## config.mk

```make
export PLATFORM = sky130hd
export DESIGN_NAME = decode_stage_fifo
export DESIGN_NICKNAME = d
export VERILOG_FILES = /design/src/rtl/decode_stage_fifo.sv
export SDC_FILE = /design/constraint.sdc
export NUM_CORES = 1
export LEC_CHECK = 0
export BUFFER_PORTS_ARGS = -buffer_cell sky130_fd_sc_hd__buf_2
export CAP_MARGIN = 20
export CORE_ASPECT_RATIO = 0.7
export CORE_MARGIN = 2
export CORE_UTILIZATION = 51
export DETAILED_ROUTE_END_ITERATION = 10
export PLACE_DENSITY = 0.8
export SYNTH_ARGS = -nofsm -noshare
export SYNTH_HDL_FRONTEND = slang
export SYNTH_SLANG_ARGS = --single-unit
```

## constraint.sdc

```tcl
create_clock -name ds_clk -period 9.8 [get_ports ds_clk]
set_clock_uncertainty 0.1 [all_clocks]
set_input_delay 2.94 -clock ds_clk [delete_from_list [all_inputs] [get_ports ds_clk]]
set_output_delay 2.94 -clock ds_clk [all_outputs]
set_load 0.01 [all_outputs]
```

## src/rtl/decode_stage_fifo.sv

```systemverilog
// -----------------------------------------------------------------------------
// decode_stage_fifo
//
// RV32I decode stage sitting between fetch and execute. Each accepted
// instruction is decoded combinationally into a full record (PC, register
// addresses, sign-extended immediate, funct3, one-hot ALU op, one-hot opcode
// class, exception bits) and buffered in a FIFO_DEPTH-entry elastic FIFO.
// Both sides use valid/ready; ds_i_flush discards everything buffered plus
// the instruction offered in the same cycle.
//
// Optional feature macro: DECODE_RV32M_EN
//   defined   : R-type funct7=0000001 decodes as M-extension, ds_o_alu gains
//               a MULDIV bit (highest index), funct3 selects MUL..REMU.
//   undefined : that encoding is illegal, ds_o_alu is 14 bits.
//
// Ports
//   ds_clk, ds_rst      clock, asynchronous active-low reset
//   ds_i_valid/ds_o_ready/ds_i_instr/ds_i_pc   fetch side (ready = !full)
//   ds_i_flush          synchronous flush, highest priority
//   ds_o_valid/ds_i_ready                      execute side (valid = !empty)
//   ds_o_pc, ds_o_addr_rs1/rs2/rd, ds_o_imm, ds_o_funct3,
//   ds_o_alu, ds_o_opcode, ds_o_exception      head record
//   ds_o_count          FIFO occupancy
// -----------------------------------------------------------------------------
package decode_stage_pkg;

  // One-hot ALU bit indices
  localparam int ALU_ADD    = 0;
  localparam int ALU_SUB    = 1;
  localparam int ALU_SLT    = 2;
  localparam int ALU_SLTU   = 3;
  localparam int ALU_XOR    = 4;
  localparam int ALU_OR     = 5;
  localparam int ALU_AND    = 6;
  localparam int ALU_SLL    = 7;
  localparam int ALU_SRL    = 8;
  localparam int ALU_SRA    = 9;
  localparam int ALU_EQ     = 10;
  localparam int ALU_NEQ    = 11;
  localparam int ALU_GE     = 12;
  localparam int ALU_GEU    = 13;
`ifdef DECODE_RV32M_EN
  localparam int ALU_MULDIV = 14;
  localparam int ALU_W      = 15;
`else
  localparam int ALU_W      = 14;
`endif

  // One-hot opcode class bit indices
  localparam int OPC_RTYPE  = 0;
  localparam int OPC_ITYPE  = 1;
  localparam int OPC_LOAD   = 2;
  localparam int OPC_STORE  = 3;
  localparam int OPC_BRANCH = 4;
  localparam int OPC_JAL    = 5;
  localparam int OPC_JALR   = 6;
  localparam int OPC_LUI    = 7;
  localparam int OPC_AUIPC  = 8;
  localparam int OPC_SYSTEM = 9;
  localparam int OPC_FENCE  = 10;
  localparam int OPC_W      = 11;

  // Major opcode field encodings, instr[6:0]
  localparam logic [6:0] OP_RTYPE  = 7'b0110011;
  localparam logic [6:0] OP_ITYPE  = 7'b0010011;
  localparam logic [6:0] OP_LOAD   = 7'b0000011;
  localparam logic [6:0] OP_STORE  = 7'b0100011;
  localparam logic [6:0] OP_BRANCH = 7'b1100011;
  localparam logic [6:0] OP_JAL    = 7'b1101111;
  localparam logic [6:0] OP_JALR   = 7'b1100111;
  localparam logic [6:0] OP_LUI    = 7'b0110111;
  localparam logic [6:0] OP_AUIPC  = 7'b0010111;
  localparam logic [6:0] OP_SYSTEM = 7'b1110011;
  localparam logic [6:0] OP_FENCE  = 7'b0001111;

  localparam logic [31:0] INSTR_ECALL  = 32'h0000_0073;
  localparam logic [31:0] INSTR_EBREAK = 32'h0010_0073;

endpackage

module decode_stage_fifo
  import decode_stage_pkg::*;
#(
  parameter int DWIDTH     = 32,
  parameter int IWIDTH     = 32,
  parameter int AWIDTH     = 5,
  parameter int PC_WIDTH   = 32,
  parameter int FIFO_DEPTH = 2
) (
  input  logic                          ds_clk,
  input  logic                          ds_rst,
  input  logic                          ds_i_valid,
  output logic                          ds_o_ready,
  input  logic [IWIDTH-1:0]             ds_i_instr,
  input  logic [PC_WIDTH-1:0]           ds_i_pc,
  input  logic                          ds_i_flush,
  output logic                          ds_o_valid,
  input  logic                          ds_i_ready,
  output logic [PC_WIDTH-1:0]           ds_o_pc,
  output logic [AWIDTH-1:0]             ds_o_addr_rs1,
  output logic [AWIDTH-1:0]             ds_o_addr_rs2,
  output logic [AWIDTH-1:0]             ds_o_addr_rd,
  output logic [DWIDTH-1:0]             ds_o_imm,
  output logic [2:0]                    ds_o_funct3,
  output logic [ALU_W-1:0]              ds_o_alu,
  output logic [OPC_W-1:0]              ds_o_opcode,
  output logic [3:0]                    ds_o_exception,
  output logic [$clog2(FIFO_DEPTH):0]   ds_o_count
);

  localparam int PW = $clog2(FIFO_DEPTH);
  localparam int CW = PW + 1;

  typedef struct packed {
    logic [PC_WIDTH-1:0] pc;
    logic [AWIDTH-1:0]   rs1;
    logic [AWIDTH-1:0]   rs2;
    logic [AWIDTH-1:0]   rd;
    logic [DWIDTH-1:0]   imm;
    logic [2:0]          funct3;
    logic [ALU_W-1:0]    alu;
    logic [OPC_W-1:0]    opcode;
    logic [3:0]          exception;
  } rec_t;

  // ---------------------------------------------------------------------------
  // Decode
  // ---------------------------------------------------------------------------
  logic [31:0] instr;
  logic [6:0]  funct7;
  logic [2:0]  funct3;
  logic [31:0] imm_i, imm_s, imm_b, imm_u, imm_j;

  assign instr  = ds_i_instr[31:0];
  assign funct7 = instr[31:25];
  assign funct3 = instr[14:12];
  assign imm_i  = {{20{instr[31]}}, instr[31:20]};
  assign imm_s  = {{20{instr[31]}}, instr[31:25], instr[11:7]};
  assign imm_b  = {{19{instr[31]}}, instr[31], instr[7], instr[30:25], instr[11:8], 1'b0};
  assign imm_u  = {instr[31:12], 12'b0};
  assign imm_j  = {{11{instr[31]}}, instr[31], instr[19:12], instr[20], instr[30:21], 1'b0};

  // ALU op for the funct7=0000000 arithmetic encodings shared by R and I type.
  function automatic logic [ALU_W-1:0] f3_alu(input logic [2:0] f3);
    logic [ALU_W-1:0] v;
    v = '0;
    case (f3)
      3'b000: v[ALU_ADD]  = 1'b1;
      3'b001: v[ALU_SLL]  = 1'b1;
      3'b010: v[ALU_SLT]  = 1'b1;
      3'b011: v[ALU_SLTU] = 1'b1;
      3'b100: v[ALU_XOR]  = 1'b1;
      3'b101: v[ALU_SRL]  = 1'b1;
      3'b110: v[ALU_OR]   = 1'b1;
      3'b111: v[ALU_AND]  = 1'b1;
    endcase
    return v;
  endfunction

  rec_t dec;
  logic illegal;

  // NOTE: every field gets a default before the case so no path leaves a
  // variable unassigned, which would otherwise infer a latch.
  always_comb begin
    dec        = '0;
    illegal    = 1'b0;
    dec.pc     = ds_i_pc;
    dec.funct3 = funct3;
    case (instr[6:0])
      OP_RTYPE: begin
        dec.opcode[OPC_RTYPE] = 1'b1;
        dec.rd  = AWIDTH'(instr[11:7]);
        dec.rs1 = AWIDTH'(instr[19:15]);
        dec.rs2 = AWIDTH'(instr[24:20]);
        if (funct7 == 7'b0000000)                         dec.alu = f3_alu(funct3);
        else if (funct7 == 7'b0100000 && funct3 == 3'b000) dec.alu[ALU_SUB] = 1'b1;
        else if (funct7 == 7'b0100000 && funct3 == 3'b101) dec.alu[ALU_SRA] = 1'b1;
`ifdef DECODE_RV32M_EN
        else if (funct7 == 7'b0000001)                     dec.alu[ALU_MULDIV] = 1'b1;
`endif
        else                                                illegal = 1'b1;
      end
      OP_ITYPE: begin
        dec.opcode[OPC_ITYPE] = 1'b1;
        dec.rd  = AWIDTH'(instr[11:7]);
        dec.rs1 = AWIDTH'(instr[19:15]);
        dec.imm = DWIDTH'($signed(imm_i));
        // Only the shift-immediates constrain funct7; ADDI has no SUB form.
        if (funct3 == 3'b001 && funct7 != 7'b0000000)      illegal = 1'b1;
        else if (funct3 == 3'b101 && funct7 == 7'b0100000) dec.alu[ALU_SRA] = 1'b1;
        else if (funct3 == 3'b101 && funct7 != 7'b0000000) illegal = 1'b1;
        else                                                dec.alu = f3_alu(funct3);
      end
      OP_LOAD: begin
        dec.opcode[OPC_LOAD] = 1'b1;
        dec.rd  = AWIDTH'(instr[11:7]);
        dec.rs1 = AWIDTH'(instr[19:15]);
        dec.imm = DWIDTH'($signed(imm_i));
        case (funct3)
          3'b000, 3'b001, 3'b010, 3'b100, 3'b101: dec.alu[ALU_ADD] = 1'b1;
          default:                                illegal = 1'b1;
        endcase
      end
      OP_STORE: begin
        dec.opcode[OPC_STORE] = 1'b1;
        dec.rs1 = AWIDTH'(instr[19:15]);
        dec.rs2 = AWIDTH'(instr[24:20]);
        dec.imm = DWIDTH'($signed(imm_s));
        case (funct3)
          3'b000, 3'b001, 3'b010: dec.alu[ALU_ADD] = 1'b1;
          default:                illegal = 1'b1;
        endcase
      end
      OP_BRANCH: begin
        dec.opcode[OPC_BRANCH] = 1'b1;
        dec.rs1 = AWIDTH'(instr[19:15]);
        dec.rs2 = AWIDTH'(instr[24:20]);
        dec.imm = DWIDTH'($signed(imm_b));
        case (funct3)
          3'b000:  dec.alu[ALU_EQ]   = 1'b1;
          3'b001:  dec.alu[ALU_NEQ]  = 1'b1;
          3'b100:  dec.alu[ALU_SLT]  = 1'b1;
          3'b101:  dec.alu[ALU_GE]   = 1'b1;
          3'b110:  dec.alu[ALU_SLTU] = 1'b1;
          3'b111:  dec.alu[ALU_GEU]  = 1'b1;
          default: illegal = 1'b1;
        endcase
      end
      OP_JAL: begin
        dec.opcode[OPC_JAL] = 1'b1;
        dec.rd  = AWIDTH'(instr[11:7]);
        dec.imm = DWIDTH'($signed(imm_j));
        dec.alu[ALU_ADD] = 1'b1;
      end
      OP_JALR: begin
        dec.opcode[OPC_JALR] = 1'b1;
        dec.rd  = AWIDTH'(instr[11:7]);
        dec.rs1 = AWIDTH'(instr[19:15]);
        dec.imm = DWIDTH'($signed(imm_i));
        dec.alu[ALU_ADD] = 1'b1;
      end
      OP_LUI, OP_AUIPC: begin
        dec.opcode[(instr[5]) ? OPC_LUI : OPC_AUIPC] = 1'b1;
        dec.rd  = AWIDTH'(instr[11:7]);
        dec.imm = DWIDTH'($signed(imm_u));
        dec.alu[ALU_ADD] = 1'b1;
      end
      OP_SYSTEM, OP_FENCE: begin
        // I-format layout; these classes drive no ALU operation.
        dec.opcode[(instr[4]) ? OPC_SYSTEM : OPC_FENCE] = 1'b1;
        dec.rd  = AWIDTH'(instr[11:7]);
        dec.rs1 = AWIDTH'(instr[19:15]);
        dec.imm = DWIDTH'($signed(imm_i));
      end
      default: illegal = 1'b1;  // also catches instr[1:0] != 2'b11
    endcase

    dec.exception = {ds_i_pc[1:0] != 2'b00,
                     instr == INSTR_EBREAK,
                     instr == INSTR_ECALL,
                     illegal};
    // Excepting records still travel down the pipe but must not execute.
    if (|dec.exception) dec.alu = '0;
  end

  // ---------------------------------------------------------------------------
  // Elastic FIFO
  // ---------------------------------------------------------------------------
  rec_t            mem [FIFO_DEPTH];
  rec_t            last_q;
  rec_t            head;
  logic [PW-1:0]   wr_ptr, rd_ptr;
  logic [CW-1:0]   count;
  logic            full, empty, push, pop;

  assign full  = (count == CW'(FIFO_DEPTH));
  assign empty = (count == '0);
  // Push is gated by full before any same-cycle pop: no pass-through.
  assign push  = ds_i_valid && !full && !ds_i_flush;
  assign pop   = !empty && ds_i_ready && !ds_i_flush;

  // NOTE: sequential state uses non-blocking assignments so every register
  // samples pre-edge values regardless of evaluation order.
  always_ff @(posedge ds_clk or negedge ds_rst) begin
    if (!ds_rst) begin
      wr_ptr <= '0;
      rd_ptr <= '0;
      count  <= '0;
      last_q <= '0;
    end else begin
      // Remember what is on the outputs so an empty FIFO keeps showing it.
      if (!empty) last_q <= mem[rd_ptr];
      if (ds_i_flush) begin
        wr_ptr <= '0;
        rd_ptr <= '0;
        count  <= '0;
      end else begin
        if (push) wr_ptr <= wr_ptr + PW'(1);  // depth is a power of two: wraps
        if (pop)  rd_ptr <= rd_ptr + PW'(1);
        case ({push, pop})
          2'b10:   count <= count + CW'(1);
          2'b01:   count <= count - CW'(1);
          default: count <= count;
        endcase
      end
    end
  end

  // NOTE: storage is deliberately not reset; an entry is only ever read
  // after it has been written, and the reset-visible record comes from last_q.
  always_ff @(posedge ds_clk) begin
    if (push) mem[wr_ptr] <= dec;
  end

  assign head = empty ? last_q : mem[rd_ptr];

  assign ds_o_ready     = !full;
  assign ds_o_valid     = !empty;
  assign ds_o_count     = count;
  assign ds_o_pc        = head.pc;
  assign ds_o_addr_rs1  = head.rs1;
  assign ds_o_addr_rs2  = head.rs2;
  assign ds_o_addr_rd   = head.rd;
  assign ds_o_imm       = head.imm;
  assign ds_o_funct3    = head.funct3;
  assign ds_o_alu       = head.alu;
  assign ds_o_opcode    = head.opcode;
  assign ds_o_exception = head.exception;

endmodule
```

After elaboration in Yosys (flattened, before gate mapping). Memory sizes are Yosys's and may differ from the RTL's. Cells that the tools add are included.

Register bits after elaboration: 115. Input port bits: 69. Bits in writable memories: 222. Memories kept: 1.

Memories: mem (depth 2, bits a word 111, rd ports 1, clocked after Yosys merged registers in 0, write ports 1, RTL line 270) `rec_t mem [FIFO_DEPTH];`.

Reduce and logical (&&, ||, !) cells: 33. Muxes and demuxes: 64. Equality and inequality tests: 24. Magnitude comparators: 4. Add/sub/neg operators: 4.

Operators with widths (count): $pmux 32 s5 (1); $mux 111 (1); $mux 1 (34); $eq 32x21->1 const B (1); $eq 32x7->1 const B (1); $eq 7x6->1 const B (4); $eq 7x7->1 const B (4); $mux 14 (2); $pmux 1 s3 (7); $mux 9 (2); $pmux 4 s2 (2); $mux 5 (3); $eq 7x5->1 const B (2); $eq 3x3->1 const B (4); $pmux 6 s2 (1); $reduce_or 6->1 (2); $logic_and 1x1->1 (10); $lt 4x5->1 const B (2); $reduce_or 5->1 (2); $reduce_or 9->1 (1); $demux 1 s4 (2); $ge 4x1->1 const B (2); $reduce_or 4->1 (2); $reduce_or 8->1 (1); other kinds (26) (36).

Longest topological paths before layout.
Depth after elaboration: 8. Depth in mapped cells: 7. Mapped depth without buffers: 6.

Worst setup path before layout. Ideal clock, no wire load.

Path kind: input to register. Start: input port ds_i_valid. End: memory mem[1][0] (netlist name), enable pin. Setup slack: -2.137 ns. Path buffers: 0. Data arrival time: 11.098 ns. Stages on the path: 2. Required time: 8.961 ns. Path through: nand2_1 -> nor3b_1.

Longest elaborated chain between the ends: 4.

Ends and longest elaborated chain: start: declaration (RTL line 92) `input logic ds_i_valid,`; $logic_and 1x1->1 (2 in series) (RTL line 280) `assign push = ds_i_valid && !full && !ds_i_flush;`; $mux 1 (RTL line 313) `if (push) mem[wr_ptr] <= dec;`; $mux 1 (implied by the code) (RTL line 313); end: declaration (RTL line 270).

No other way between the ends.

Worst setup path in the final report.
Start: register count[0] (netlist: ds_o_count[0]). End: output port ds_o_imm[3].

Longest elaborated chain between the ends: 2.

Ends and longest elaborated chain: start: declaration (RTL line 274) `logic [CW-1:0] count;`; start signal: assignment (RTL line 302) `2'b10: count <= count + CW'(1);`; start signal: assignment (RTL line 303) `2'b01: count <= count - CW'(1);`; start signal: assignment (RTL line 304) `default: count <= count;`; $logic_not 2->1 (RTL line 278) `assign empty = (count == '0);`; $mux 111; end: declaration (RTL line 103) `output logic [DWIDTH-1:0] ds_o_imm,`.

No other way between the ends.

==> results.yml <==
die:
  die_x_um: 195
  rows: 48
  ios: 184
  die-area_um2: 27000
  die_h_um: 138
  core_area_um2: 24900
  start_util_pct: 52.5
clocking:
  htreeDepth: 1
  cts_buffers: 30
  cts_root_buffer: "clkbuf_16"
  post_cts_resized: 0
  cts_setup_buffers: 0
  cts_tree: "built"
  clk_path_buf_depth: 3
  hold_buffers: 0
  clock_sinks: 337
  cts.reportedPaths.clkPinSlew_ps: 60
  worstSkewPairLatency_ps: 560
timing:
  worst_pin_slew_ps: 972
  fin_crit_ps: 6230
  fmax_ghz: 0.160
  finalSetupTns_ps: 0
  rsz0062_at_grt: "false"
  finalCritPeriodShare_pct: 63.6
  timing.final.hold_violations: 0
  finalMaxSlewViolations: 0
  slew_headroom_pct: 35.2
  setup_viol: 0
synth:
  syn-num-nets: 999
  synth_common_cells: "edfxtp_1, nor2_1, a21oi_1"
  synth.largest_area_cell: "edfxtp_1"
  yosysUniqueCellTypes: 51
  synth.top_cell.area_share_pct: 51.0
  async_flop_share_pct: 34.1
  syn_inst: 930
  yosysSeqAreaShare_pct: 73.0
  syn_area_per_cell_um2: 14.1
  yosys-top-cells-area: "edfxtp_1, dfrtp_1, mux2i_1, a21oi_1, nor2_1"
  ys_warn_count: 0
  ys.flop_type: "edfxtp_1"
  synth_most_common_cell: "edfxtp_1"
  synth-seq-cells: 337
  synth_edf_count: 222
  synth.cell_area_um2: 13100
power:
  swShare_pct: 25.7
  powerDensity_nw_per_um2: 214
  p_leak_nw: 5.83
  internal_power_mw: 2.42
  power_switching_mw: 0.836
  finalPower_mw: 3.26
  clkPwrFrac_pct: 33.1
  p_comb_share_pct: 14.7
  power_frac_seq_pct: 52.2
  peakVddDrop_mv: 0.161
critical_path:
  required_ps: 6760
  crit_type: "register to output pin"
  cp-end-kind: "output pin"
  cp-start-kind: "register"
  crit_path_max_fanout: 96
  cp.arrival_ps: 3190
cells_and_area:
  final_util_pct: 61.0
  layout-drive-gt1-share_pct: 21.6
  area_delta_synth_final_pct: 16.3
  fin_nets: 1173
  fin_cells: 1457
grt:
  grt_usage_pct: 21.2
  grt_max_degree: 97
  grt_pass1_vias: 7621
  antenna_found_initial: 7
  grt_pass1_wl_um: 43200
  grt_overflow: 0
status:
  outcome: "complete, no violations"
route:
  drt_wl_total_um: 28600
  ant_nets: 0
  drtIter0Drc: 524
  dr.pass1.iters: 5
  wire_per_inst_um: 19.7
  viasPerCell: 5.49
  drc: 0
  num_vias: 7993
placed_design:
  dp_cells: 1397
  numPortBuffers: 183
  dpl.hpwl_um: 18900
  place_congestion: 0.899
worst_hold_path:
  hp-class: "register to register"
flow_run:
  drv_cap: 0
==> metrics by stage <==
stage	hold slack, ps	area [um2]	setup slack (ps)
after global placement	423	14300	4270
after global routing	461	15200	3240
final	444	15200	3570
after floorplan	436	13100	1780
after CTS	447	15200	3580
after detailed placement	434	14300	4210
==> power groups by stage <==
stage / Clock [mW] / Sequential, mW / Combinational (mW)
floorplan: 0 / 1.72 / 0.288
global placement: 0 / 1.72 / 0.470
detailed placement: 0 / 1.73 / 0.481
CTS: 1.11 / 1.70 / 0.484
global route: 1.16 / 1.71 / 0.527
finish: 1.08 / 1.70 / 0.478
==> per-layer routing <==
metal  GRT usage (%)  wire length (um)  part of all wire (%)  vias to the layer above
li1                -                 -                     -                     3739
met1            31.3             13300                    46                     3915
met2            32.2             12400                    43                      298
met3            5.74              2580                   9.0                       35
met4            3.73               298                   1.0                        6
met5               0                40                  0.14                        -
==> area by class of cell <==
cell class	instances	area, um2
sequential	337	9550
antenna	4	10.0
timing repair buffer	194	1000
multi-input combinational	531	3310
fill	1942	9720
clock inverter	10	58.8
clock buffer	46	841
tap	325	407
inverter	10	37.5
==> cell usage in the layout, fill, tap and decap left out, types with 7 or more instances in the layout <==
master	instances
buf_4	12
clkbuf_1	13
nor3_1	8
nor2_1	143
edfxtp_1	222
a21oi_1	122
and2_1	19
mux2i_1	114
buf_2	182
o21ai_0	9
a21o_1	19
nand2_1	23
clkbuf_16	30
nor4_1	7
nand3b_1	7
inv_1	10
dfrtp_1	114
==> registers in the layout (all words and copies together) (netlist names) <==
register and count:
mem 222, last_q 111, ds_o_count 2, rd_ptr 1
wr_ptr 1
==> kinds of logic (layout without fill, tap and decap cells) <==
family / count (synthesis) / count (layout) / synth area share, %
flops: 337 / 337 / 73.0
simple gates: 238 / 238 / 8.38
compound gates: 176 / 176 / 7.78
mux: 114 / 114 / 8.73
buf+inv: 62 / 260 / 1.90
xor+xnor: 3 / 3 / 0.201
other cells: 0 / 4 / 0
==> path summary, 6_finish.rpt <==
path / from / cells past startpoint / slack (ps) / to
worst max register to register: ds_o_count[0]$_DFFE_PN0P_ / 4 / 6860 / mem[1][27]$_DFFE_PP_
min in group asynchronous: ds_rst / 1 / 2360 / last_q[105]$_DFF_PN0_
worst min-delay path: last_q[60]$_DFF_PN0_ / 2 / 440 / last_q[60]$_DFF_PN0_
max in group asynchronous: ds_rst / 2 / 5860 / rd_ptr$_DFFE_PN0P_
worst min register to register: last_q[60]$_DFF_PN0_ / 2 / 440 / last_q[60]$_DFF_PN0_
worst max-delay path: ds_o_count[0]$_DFFE_PN0P_ / 5 / 3570 / ds_o_imm[3]
==> worst max-delay path, cell delays in order (launching register included) <==
cell and delay [ps]:
dfrtp_1 440, or2_4 710, buf_4 780, nor2_1 80
a21oi_1 310, buf_2 200
Power figures use the tool's default switching activity.
